File: src/rtl/dtw_pkg.sv
// Shared definitions for the DTW template fetch path: FSM encoding,
// parameter defaults and the FIFO entry layout {tmpl_id, last, data}.
package dtw_pkg;

    typedef enum logic [1:0] {
        ST_IDLE  = 2'd0,
        ST_FETCH = 2'd1,
        ST_DRAIN = 2'd2,
        ST_DONE  = 2'd3
    } state_t;

    localparam int unsigned LEN_DEF   = 20;
    localparam int unsigned NTMPL_DEF = 10;
    localparam int unsigned BASE_DEF  = 0;
    localparam int unsigned AW_DEF    = 10;
    localparam int unsigned DW_DEF    = 32;

    // Counter width for a range of n values, never narrower than one bit.
    function automatic int unsigned cnt_w(input int unsigned n);
        return (n > 1) ? $clog2(n) : 1;
    endfunction

    // FIFO entry is packed as {tmpl_id, last, data}.
    function automatic int unsigned entry_w(input int unsigned tw, input int unsigned dw);
        return tw + 1 + dw;
    endfunction

endpackage

File: src/rtl/dtw_fetch_fifo.sv
// Two-entry output FIFO with a registered head; the head register feeds
// the datapath directly so output fields are stable while stalled.
module dtw_fetch_fifo #(
    parameter int unsigned W = 37
) (
    input  logic         i_clk,
    input  logic         i_nrst,
    input  logic         i_clr,
    input  logic         i_push,
    input  logic         i_pop,
    input  logic [W-1:0] i_din,
    output logic [W-1:0] o_dout,
    output logic [1:0]   o_count
);

    logic [W-1:0] r_head;
    logic [W-1:0] r_tail;
    logic [1:0]   r_count;
    logic         w_pop;
    logic         w_push;

    assign w_pop  = i_pop && (r_count != 2'd0);
    assign w_push = i_push && (w_pop || (r_count != 2'd2));

    always_ff @(posedge i_clk or negedge i_nrst) begin
        if (!i_nrst) begin
            r_head  <= '0;
            r_tail  <= '0;
            r_count <= '0;
        end else if (i_clr) begin
            r_head  <= '0;
            r_count <= '0;
        end else begin
            case ({w_push, w_pop})
                2'b10: begin
                    if (r_count == 2'd0) r_head <= i_din;
                    else                 r_tail <= i_din;
                    r_count <= r_count + 2'd1;
                end
                2'b01: begin
                    r_head  <= r_tail;
                    r_count <= r_count - 2'd1;
                end
                2'b11: begin
                    // Occupancy unchanged; the new word goes behind whatever remains.
                    if (r_count == 2'd1) begin
                        r_head <= i_din;
                    end else begin
                        r_head <= r_tail;
                        r_tail <= i_din;
                    end
                end
                default: ;
            endcase
        end
    end

    assign o_dout  = r_head;
    assign o_count = r_count;

endmodule

File: src/rtl/dtw_tmpl_fetch.sv
// Template fetch sequencer: reads one template or a sweep of templates from
// the shared template memory and streams the words to the DTW datapath.
module dtw_tmpl_fetch
    import dtw_pkg::*;
#(
    parameter  int unsigned LEN   = LEN_DEF,
    parameter  int unsigned NTMPL = NTMPL_DEF,
    parameter  int unsigned BASE  = BASE_DEF,
    parameter  int unsigned AW    = AW_DEF,
    parameter  int unsigned DW    = DW_DEF,
    localparam int unsigned TW    = cnt_w(NTMPL)
) (
    input  logic          i_clk,
    input  logic          i_nrst,
    input  logic          i_start,
    input  logic          i_sweep,
    input  logic [TW-1:0] i_tmpl_idx,
    input  logic          i_abort,
    output logic [AW-1:0] o_mem_addr,
    output logic          o_mem_CS,
    output logic          o_mem_WR,
    input  logic [DW-1:0] i_mem_rdata,
    output logic [DW-1:0] o_data,
    output logic [TW-1:0] o_tmpl_id,
    output logic          o_last,
    output logic          o_valid,
    input  logic          i_ready,
    output logic          o_busy,
    output logic          o_done,
    output logic          o_err
);

    localparam int unsigned    WW      = cnt_w(LEN);
    localparam int unsigned    EW      = entry_w(TW, DW);
    localparam logic [TW-1:0]  LAST_T  = TW'(NTMPL - 1);
    localparam logic [WW-1:0]  LAST_W  = WW'(LEN - 1);
    localparam logic [TW:0]    NTMPL_V = (TW + 1)'(NTMPL);
    localparam logic [AW-1:0]  BASE_A  = AW'(BASE);
    localparam logic [AW-1:0]  LEN_A   = AW'(LEN);

    state_t        r_state;
    logic [WW-1:0] r_word;
    logic [TW-1:0] r_tmpl;
    logic          r_sweep;
    logic          r_inflight;
    logic [TW-1:0] r_inf_tmpl;
    logic          r_inf_last;
    logic [AW-1:0] r_addr;
    logic          r_err;

    logic [1:0]    w_count;
    logic [EW-1:0] w_head;
    logic          w_pop;
    logic          w_credit;
    logic          w_issue;
    logic [AW-1:0] w_addr;
    logic          w_word_last;
    logic          w_final;
    logic          w_start_ok;
    logic          w_last_xfer;
    logic          w_flush;

    assign w_pop       = o_valid && i_ready;
    // A read is issued only if the word it returns is guaranteed a FIFO slot.
    assign w_credit    = ({1'b0, w_count} + {2'b00, r_inflight}) < (3'd2 + {2'b00, w_pop});
    assign w_issue     = (r_state == ST_FETCH) && !i_abort && w_credit;
    assign w_addr      = BASE_A + AW'(r_tmpl) * LEN_A + AW'(r_word);
    assign w_word_last = (r_word == LAST_W);
    assign w_final     = w_word_last && (!r_sweep || (r_tmpl == LAST_T));
    assign w_start_ok  = ({1'b0, i_tmpl_idx} < NTMPL_V);
    assign w_last_xfer = w_pop && (w_count == 2'd1) && !r_inflight;
    assign w_flush     = i_abort && (r_state != ST_IDLE);

    always_ff @(posedge i_clk or negedge i_nrst) begin
        if (!i_nrst) begin
            r_state    <= ST_IDLE;
            r_word     <= '0;
            r_tmpl     <= '0;
            r_sweep    <= 1'b0;
            r_inflight <= 1'b0;
            r_inf_tmpl <= '0;
            r_inf_last <= 1'b0;
            r_addr     <= '0;
            r_err      <= 1'b0;
        end else begin
            r_err      <= 1'b0;
            r_inflight <= w_issue;
            if (w_issue) begin
                r_addr     <= w_addr;
                r_inf_tmpl <= r_tmpl;
                r_inf_last <= w_word_last;
                if (w_word_last) begin
                    r_word <= '0;
                    if (!w_final) r_tmpl <= r_tmpl + TW'(1);
                end else begin
                    r_word <= r_word + WW'(1);
                end
            end
            case (r_state)
                ST_IDLE: begin
                    if (i_start && !i_abort) begin
                        if (w_start_ok) begin
                            r_state <= ST_FETCH;
                            r_word  <= '0;
                            r_tmpl  <= i_tmpl_idx;
                            r_sweep <= i_sweep;
                        end else begin
                            r_err <= 1'b1;
                        end
                    end
                end
                ST_FETCH: begin
                    if (i_abort)                   r_state <= ST_IDLE;
                    else if (w_issue && w_final)   r_state <= ST_DRAIN;
                end
                ST_DRAIN: begin
                    if (i_abort)                   r_state <= ST_IDLE;
                    else if (w_last_xfer)          r_state <= ST_DONE;
                end
                ST_DONE: r_state <= ST_IDLE;
                default: r_state <= ST_IDLE;
            endcase
        end
    end

    dtw_fetch_fifo #(
        .W (EW)
    ) u_fifo (
        .i_clk   (i_clk),
        .i_nrst  (i_nrst),
        .i_clr   (w_flush),
        .i_push  (r_inflight),
        .i_pop   (w_pop),
        .i_din   ({r_inf_tmpl, r_inf_last, i_mem_rdata}),
        .o_dout  (w_head),
        .o_count (w_count)
    );

    // Completion-only cycles keep the previous address on the bus.
    assign o_mem_addr = w_issue ? w_addr : r_addr;
    assign o_mem_CS   = !(w_issue || r_inflight);
    assign o_mem_WR   = 1'b0;

    assign {o_tmpl_id, o_last, o_data} = w_head;
    assign o_valid = (w_count != 2'd0);
    assign o_busy  = (r_state != ST_IDLE);
    assign o_done  = (r_state == ST_DONE);
    assign o_err   = r_err;

endmodule

File: config.mk
export PLATFORM = sky130hd
export DESIGN_NAME = dtw_tmpl_fetch
export DESIGN_NICKNAME = d
export VERILOG_FILES = /design/src/rtl/dtw_pkg.sv /design/src/rtl/dtw_fetch_fifo.sv /design/src/rtl/dtw_tmpl_fetch.sv
export SDC_FILE = /design/constraint.sdc
export NUM_CORES = 1
export LEC_CHECK = 0
export ABC_CLOCK_PERIOD_IN_PS = 3100
export BUFFER_PORTS_ARGS = -buffer_cell sky130_fd_sc_hd__buf_2
export CAP_MARGIN = 15
export CORE_MARGIN = 3
export CORE_UTILIZATION = 24
export CTS_CLUSTER_SIZE = 10
export DETAILED_ROUTE_END_ITERATION = 6
export RECOVER_POWER = 50
export SLEW_MARGIN = 15
export SYNTH_ARGS = -nofsm -noshare
export SYNTH_HDL_FRONTEND = slang
export SYNTH_SLANG_ARGS = --single-unit
export TNS_END_PERCENT = 30
File: constraint.sdc
create_clock -name i_clk -period 3.1 [get_ports i_clk]
set_input_delay 0.31 -clock i_clk [delete_from_list [all_inputs] [get_ports i_clk]]
set_output_delay 0.31 -clock i_clk [all_outputs]
set_load 0.02 [all_outputs]
==> results of run 1 <==
-- metal layers --
metal	global-route usage (%)	vias to the layer above	part of all wire [%]
met4	3.13	0	1.2
met3	2.62	10	5.3
met2	16.8	81	47
met1	13.7	1702	46
li1	-	1770	-
met5	0	-	0
-- registers in the layout, summed over array words and instances (netlist names), 2 cells and up --
name	count
u_fifo.r_tail	37
u_fifo.o_dout	37
r_word	5
u_fifo.o_count	2
r_addr	10
r_inf_tmpl	4
r_state	2
r_tmpl	4
-- power breakdown --
part	switching [uW]	internal (uW)	total (uW)	leakage [uW]
clock	551	659	1210	0.000147
sequential	304	1960	2260	0.00130
combinational	1340	944	2280	0.00142
-- final cells by class --
class,count,area [um2]
clock buffer,10,239
clock inverter,6,73.8
fill,2144,14300
inverter,13,48.8
multi-input combinational,297,2250
sequential,105,2630
tap,270,338
timing repair buffer,110,574
-- through the flow --
stage                     power, uW  setup TNS [ps]  util [%]
final                          5750               0      30.1
after global routing           6200            -118      30.1
after CTS                      5860               0      30.2
after detailed placement       4580               0      28.5
after global placement         4520               0      28.5
after floorplan                3850               0         -
-- worst register-to-register path, cell delays in order (launching register included) --
cell	delay (ps)
sky130_fd_sc_hd__dfrtp_1	430
sky130_fd_sc_hd__ha_1	200
sky130_fd_sc_hd__ha_1	180
sky130_fd_sc_hd__or4b_4	510
sky130_fd_sc_hd__a21o_2	340
sky130_fd_sc_hd__buf_4	210
sky130_fd_sc_hd__or3_1	370
sky130_fd_sc_hd__a21oi_1	140
-- layout by cell type, fill, tap and decap left out, types with 3 or more instances in the layout --
master,instances
sky130_fd_sc_hd__buf_2,66
sky130_fd_sc_hd__mux2_2,37
sky130_fd_sc_hd__ha_1,14
sky130_fd_sc_hd__o21ai_0,12
sky130_fd_sc_hd__nor2b_1,3
sky130_fd_sc_hd__a31oi_1,4
sky130_fd_sc_hd__a211oi_1,39
sky130_fd_sc_hd__a21oi_1,9
sky130_fd_sc_hd__inv_1,12
sky130_fd_sc_hd__nor3_1,5
sky130_fd_sc_hd__nand2_1,31
sky130_fd_sc_hd__xnor2_1,5
sky130_fd_sc_hd__nand2b_1,4
sky130_fd_sc_hd__nor2_1,46
sky130_fd_sc_hd__nand3_1,5
sky130_fd_sc_hd__mux2i_1,39
sky130_fd_sc_hd__clkbuf_16,9
sky130_fd_sc_hd__buf_4,16
sky130_fd_sc_hd__dfrtp_1,103
sky130_fd_sc_hd__clkbuf_1,25
-- what timing repair did --
item,4_1_cts,5_1_grt
buffers inserted,2,3
setup endpoints to repair,3,3
endpoints found under the hold margin,0,0
resized for setup,7,6
pin swaps,2,9
-- kinds of logic (layout without fill, tap and decap cells) --
logic type      count (synthesis)  count (layout)  synth area share [%]
compound gates                 83              83                  11.8
xor+xnor                        7               7                  1.22
fa+ha+maj                      17              17                  4.53
buf+inv                        40             139                  3.61
flops                         105             105                  52.3
mux                            76              76                  16.1
other cells                     1               1                0.0746
simple gates                  113             113                  10.5
-- worst paths after layout --
| kind | end | slack (ps) | cells after the start |
|---|---|---|---|
| worst max-delay path | o_mem_addr[8] | 100 | 8 |
| worst min-delay path | r_state[1]$_DFFE_PN0P_ | 160 | 2 |
| worst max register to register | r_state[1]$_DFFE_PN0P_ | 650 | 7 |
| worst min register to register | r_addr[3]$_DFF_PN0_ | 470 | 2 |
| max in group asynchronous | u_fifo.o_dout[8]$_DFFE_PN0P_ | 1180 | 2 |
| min in group asynchronous | u_fifo.o_dout[17]$_DFFE_PN0P_ | 230 | 1 |
==> results.txt, run 1 <==
The run finished with clean final reports. For the final database, setup skew stands at a little over 7 ps. The die covers 0.0227 mm2.

In this run the vertical extent of the chip is 151 um. The portion of synthesized cell area occupied by the leading cell type is 52.3%. The final HPWL from detailed placement is between 7 and 8 mm. The most used flip-flop cell after synthesis is sky130_fd_sc_hd__dfrtp_1. In this run the critical register-to-register path is launched from u_fifo.o_count[0]$_DFFE_PN0P_. The number of sinks on the clock net is 105. The net count of the mapped netlist came out at 501.

The worst pin sits at a relative slew slack of 14.8%. The I/O pin count came out at 95. The worst setup slack before clock tree synthesis came out at approximately 290 ps. Grouping stages by cell kind, the critical path spends the most delay in adder cells. The final period utilization came out at 96.9%.

The worst setup slack after layout is 95.4 ps. The total via count after detailed routing came out at 3563. The time the worst path needs with I/O delays and setup came out at about 3000 ps. Entering global routing, the biggest net connects 49 pins. The count of antenna-violating nets left after detailed routing is 0. The via count of the first global-routing pass is 3528.

The number of cells in the finished layout apart from fillers is 811. Summed over all cells, the static leakage comes to 0.00286 uW. In this run the deepest clock path goes through 2 buffers.

The register area share after synthesis came out at 52.3%. The number of H-tree levels is 3. Together, buffers and inverters on the worst path number 1. STA classifies the critical path startpoint as a flip-flop. The worst hold-check path type is in -> reg. The number of buffers inserted during clock tree synthesis is 9. STA classifies the critical path endpoint as a primary output. The later pin in the worst-skew pair is clocked with a latency of 350 ps. The count of final hold-check violations was 0.

In the final routed layout, each cell accounts on average for about 14 um. The number of I/O port buffers came out at 93. The number of detailed-routing iterations run before antenna repair came out at 4. The first global-routing pass estimated 18.5 mm of wire. The layout overhead on the synthesized area is 22.5%. The final setup violation count came out at 0. The maximum fanout along the worst path came out at 2. The cell sitting at the root of the clock tree is a sky130_fd_sc_hd__clkbuf_16. The remaining routing DRC violations came out at 0. The required time reported for the critical path endpoint came out at 2790 ps. The worst hold path begins at i_abort.

The critical path goes through ha_1, ha_2, fa_2, nand2_2, or4_1, a31oi_1, o21ai_1, buf_4. In the routed layout, each cell is associated on average with a via count of 4.39. The slowest library cell on the worst path is sky130_fd_sc_hd__fa_2.

The number of synthesized register bits came out at 105. By area the synthesized netlist is led by sky130_fd_sc_hd__dfrtp_1 52%, sky130_fd_sc_hd__mux2_2 8.3%, sky130_fd_sc_hd__mux2i_1 7.8%, sky130_fd_sc_hd__a211oi_1 5.8%, sky130_fd_sc_hd__ha_1 3.7%. The core region is a little over 0.02 mm2. The total wire length after detailed routing is 11.7 mm.

The floorplan has 52 rows. On the worst path, the slowest cell contributes a delay of 550 ps. For this run, the top clock speed supported by timing is 0.333 GHz. The area of all placed cells without fillers is 0.00616 mm2. The final net count is 595. The final count of pins violating max slew is 0. The die is 151 um wide.

After the first detailed-routing iteration, the DRC count stood at 180. For this run, the number of Yosys warnings is 0. The mean area per synthesized cell came out at 11.4 um2. The post-route worst hold slack came out at 157 ps. The slew at the pin with the worst max-slew slack is 1280 ps. The number of flops mapped to enable cells by yosys came out at 0. After technology mapping, the gate count stands at roughly 440. For this design the ratio of total power to cell area is 934 mW/mm2. The reported max-cap violation count came out at 0. The instance count after placement with tap cells included came out at between 700 and 800. The most frequently used cell type in the post-synthesis netlist is sky130_fd_sc_hd__dfrtp_1. Global routing used between 10 and 15% of the available tracks across all layers. The critical path data arrival time came out at 2690 ps.

In this run the worst setup path begins at r_tmpl[3]$_DFF_PN0_. TritonCTS built the clock tree. The synthesized design spends more area on one cell type than any other, namely sky130_fd_sc_hd__dfrtp_1.

The standard cell area after detailed placement came out at 0.00583 mm2. The fraction of final layout cells sized beyond drive strength 1 came out at 29.0%. After clock tree synthesis, the clock-pin slew on the worst setup and hold paths is 70 ps. The number of distinct library cell variants in the gate-level netlist after synthesis is 49. The starting utilization of the core area is 24.6%. Setup repair after global routing could not meet its margin everywhere. The routability congestion estimate is slightly below 0.8. The total global routing overflow came out at 0.

The initial antenna violation count came out at 0. The synthesized area came out at 0.00503 mm2. The commonest cells after synthesis are 105 x sky130_fd_sc_hd__dfrtp_1, 46 x sky130_fd_sc_hd__nor2_1, 39 x sky130_fd_sc_hd__a211oi_1, 39 x sky130_fd_sc_hd__mux2i_1, 37 x sky130_fd_sc_hd__mux2_2. In this run, post-CTS hold repair placed 0 buffers.

The startpoint-to-endpoint class of the critical path is reg -> out. The antenna diode count is 0. The worst-case IR drop observed on VDD is 327 uV. In the synthesized netlist the async set-or-reset flop fraction comes to 100%.
(Power assumes the default switching activity.)
==> run 2: changes to the inputs <==
--- a/config.mk
+++ b/config.mk
@@ -12,7 +12,7 @@
 export CORE_UTILIZATION = 24
 export CTS_CLUSTER_SIZE = 10
 export DETAILED_ROUTE_END_ITERATION = 6
-export RECOVER_POWER = 50
+export RECOVER_POWER = 100
 export SLEW_MARGIN = 15
 export SYNTH_ARGS = -nofsm -noshare
 export SYNTH_HDL_FRONTEND = slang
==> results.txt, run 2 (synthesized netlist as in run 1, its figures left out) <==
The run finished with clean final reports. The required time reported for the critical path endpoint came out at 2790 ps. The die is 151 um tall.

The clock passes through at most 2 buffers. The via count of the first global-routing pass came out at 3528. For the final database, setup skew stands at 8.29 ps. The slew at the pin with the worst max-slew slack came out at roughly 1300 ps. Across the run, the number of max-cap violations was 0. The worst setup path startpoint is r_tmpl[3]$_DFF_PN0_. The core area is 0.0204 mm2. The leakage power of the design came out at 0.00281 uW. The critical path data arrival time came out at 2690 ps. Cells fill 30.0% of the core in the end. The initial antenna violation count was 0. The capturing instance or port of the critical path is o_mem_addr[8]. The starting utilization of the core area came out at between 20 and 25%. Headroom to the max-slew limit came out at 15.2%. The final net count came out at approximately 600. The total of hold buffers inserted after clock tree synthesis is 0.

Entering global routing, the biggest net connects 49 pins. The tightest min-delay check is of the in -> reg type. The nature of the critical path endpoint is a primary output. Measured along the x axis, the die boundary spans between 150 and 200 um. The total wire length after detailed routing is 11.8 mm. The routability congestion estimate came out at just under 0.8. The number of detailed-routing iterations run before antenna repair came out at 4. After detailed routing, the number of remaining DRC violations is 0. The clock transition time at the flip-flop clock pins of the worst setup and hold paths is 80 ps.

The final setup violation count came out at 0. The register-to-register setup slack is 610 ps. The post-route worst hold slack came out at 155 ps.

For this block, the initial DRC count from the detailed router was 176. Setup repair after global routing could not meet its margin everywhere. The antenna diode count came out at 0. The maximum clock rate came out at 0.333 GHz.

The number of H-tree levels is 3. The count of antenna-violating nets left after detailed routing came out at 0. The filler cells instantiated in the layout total ~2200.

The worst register-to-register path begins at u_fifo.o_count[1]$_DFFE_PN0P_. The layout overhead on the synthesized area came out at 21.8%. The later pin in the worst-skew pair is clocked with a latency of 350 ps. In the layout the commonest cells are 103 x sky130_fd_sc_hd__dfrtp_1, 49 x sky130_fd_sc_hd__buf_2, 46 x sky130_fd_sc_hd__nor2_1. The time the worst path needs with I/O delays and setup came out at 3000 ps. The count of final hold-check violations was 0. The first global-routing pass estimated 18.5 mm of wire. The number of buffers inserted during clock tree synthesis came out at 9. 95 I/O pins were placed. Leaving out fill and tap cells, the most frequent cell in the layout is sky130_fd_sc_hd__dfrtp_1. The overall track demand over capacity in global routing came out at 10.4%. The highest ir drop seen on vdd is 327 uV.

The floorplan has 52 rows. The total via count after detailed routing came out at about 3600. The final HPWL from detailed placement is 7.85 mm. The maximum fanout along the worst path came out at 2. The worst setup path is launched from a flip-flop. In this run the critical register-to-register path is captured at u_fifo.o_dout[20]$_DFFE_PN0P_.

The depth of the worst register-to-register path came out at 7. The number of sinks on the clock net is between 100 and 150. The mean routed wirelength per cell came out at around 15 um. Power spread over the standard cell area amounts to 935 mW/mm2.

After detailed routing, the number of vias per cell comes to about 4.4. Port buffering added 93 buffers. Cells with a size suffix above 1 make up between 20% and 30% of the layout. The final period utilization is a little over nine tenths. The cell sitting at the root of the clock tree is a sky130_fd_sc_hd__clkbuf_16. The floorplan step defined a die boundary enclosing 0.0227 mm2. By startpoint and endpoint, the worst setup path is classified as reg -> out. The final count of pins violating max slew came out at 0. The clock tree from TritonCTS is built.

The total global routing overflow came out at 0.
==> run 2: cell count changes in the layout (fill, tap and decap cells not counted), sizes merged <==
cell / previous run / this run
buf: 83 / 64
clkbuf: 37 / 56
==> run 2: final cells by class <==
cell class              count  area, um2  share of cell area, %
inverters                  13       48.8                  0.797
well taps                 270        338                   5.52
flip-flops and latches    105       2630                   43.0
clock buffers              10        239                   3.90
repair buffers            110        547                   8.93
multi-input cells         297       2250                   36.7
clock inverters             6       73.8                   1.21
==> run 2: stage by stage <==
| step | TNS, ps | worst slack [ps] | cell area [um2] | cells | total power [uW] |
|---|---|---|---|---|---|
| 4_1_cts | 0 | 17.3 | 6170 | 808 | 5860 |
| 3_3_place_gp | 0 | 263 | 5830 | 790 | 4520 |
| 5_1_grt | -118 | -84.9 | 6120 | 811 | 6170 |
| 2_1_floorplan | 0 | 291 | 5030 | 442 | 3850 |
| 3_5_place_dp | 0 | 290 | 5830 | 790 | 4580 |
| 6_report | 0 | 97.0 | 6120 | 811 | 5730 |
==> run 2: report_power, final <==
| part | leakage, uW | internal, uW | switching [uW] |
|---|---|---|---|
| clock | 0.000147 | 659 | 553 |
| combinational | 0.00136 | 913 | 1340 |
| sequential | 0.00130 | 1960 | 307 |
| total | 0.00281 | 3530 | 2200 |
==> run 2: worst max-delay path, stage by stage (launching register included) <==
cell                      delay, ps
sky130_fd_sc_hd__dfrtp_1        380
sky130_fd_sc_hd__ha_1           300
sky130_fd_sc_hd__ha_2           190
sky130_fd_sc_hd__fa_2           550
sky130_fd_sc_hd__nand2_2         60
sky130_fd_sc_hd__or4_1          390
sky130_fd_sc_hd__a31oi_1        180
sky130_fd_sc_hd__o21ai_1        110
sky130_fd_sc_hd__buf_4          170
==> run 2: layer usage <==
metal / vias up / share of wire [%] / track usage, %
met1: 1714 / 46 / 13.7
met5: - / 0 / 0
met3: 10 / 5.6 / 2.62
met4: 0 / 1.2 / 3.13
li1: 1769 / - / -
met2: 85 / 47 / 16.8
==> run 2: what timing repair did <==
| item | in CTS | in global routing |
|---|---|---|
| cloned | 0 | 0 |
| setup buffers | 2 | 3 |
| setup endpoints to repair | 3 | 3 |
| resized for setup | 7 | 6 |
| pin swaps | 2 | 9 |
==> run 2: worst min-delay path by stage <==
stage                        from  cells after the start                             to  slack (ps)
after floorplan            i_nrst                      0                o_err$_DFF_PN0_          10
after global placement     i_nrst                      1  u_fifo.o_dout[20]$_DFFE_PN0P_         390
after detailed placement   i_nrst                      1  u_fifo.o_dout[20]$_DFFE_PN0P_         400
after CTS                  i_nrst                      1  u_fifo.o_dout[20]$_DFFE_PN0P_           4
after global routing      i_abort                      2         r_state[1]$_DFFE_PN0P_         160
final                     i_abort                      2         r_state[1]$_DFFE_PN0P_         150
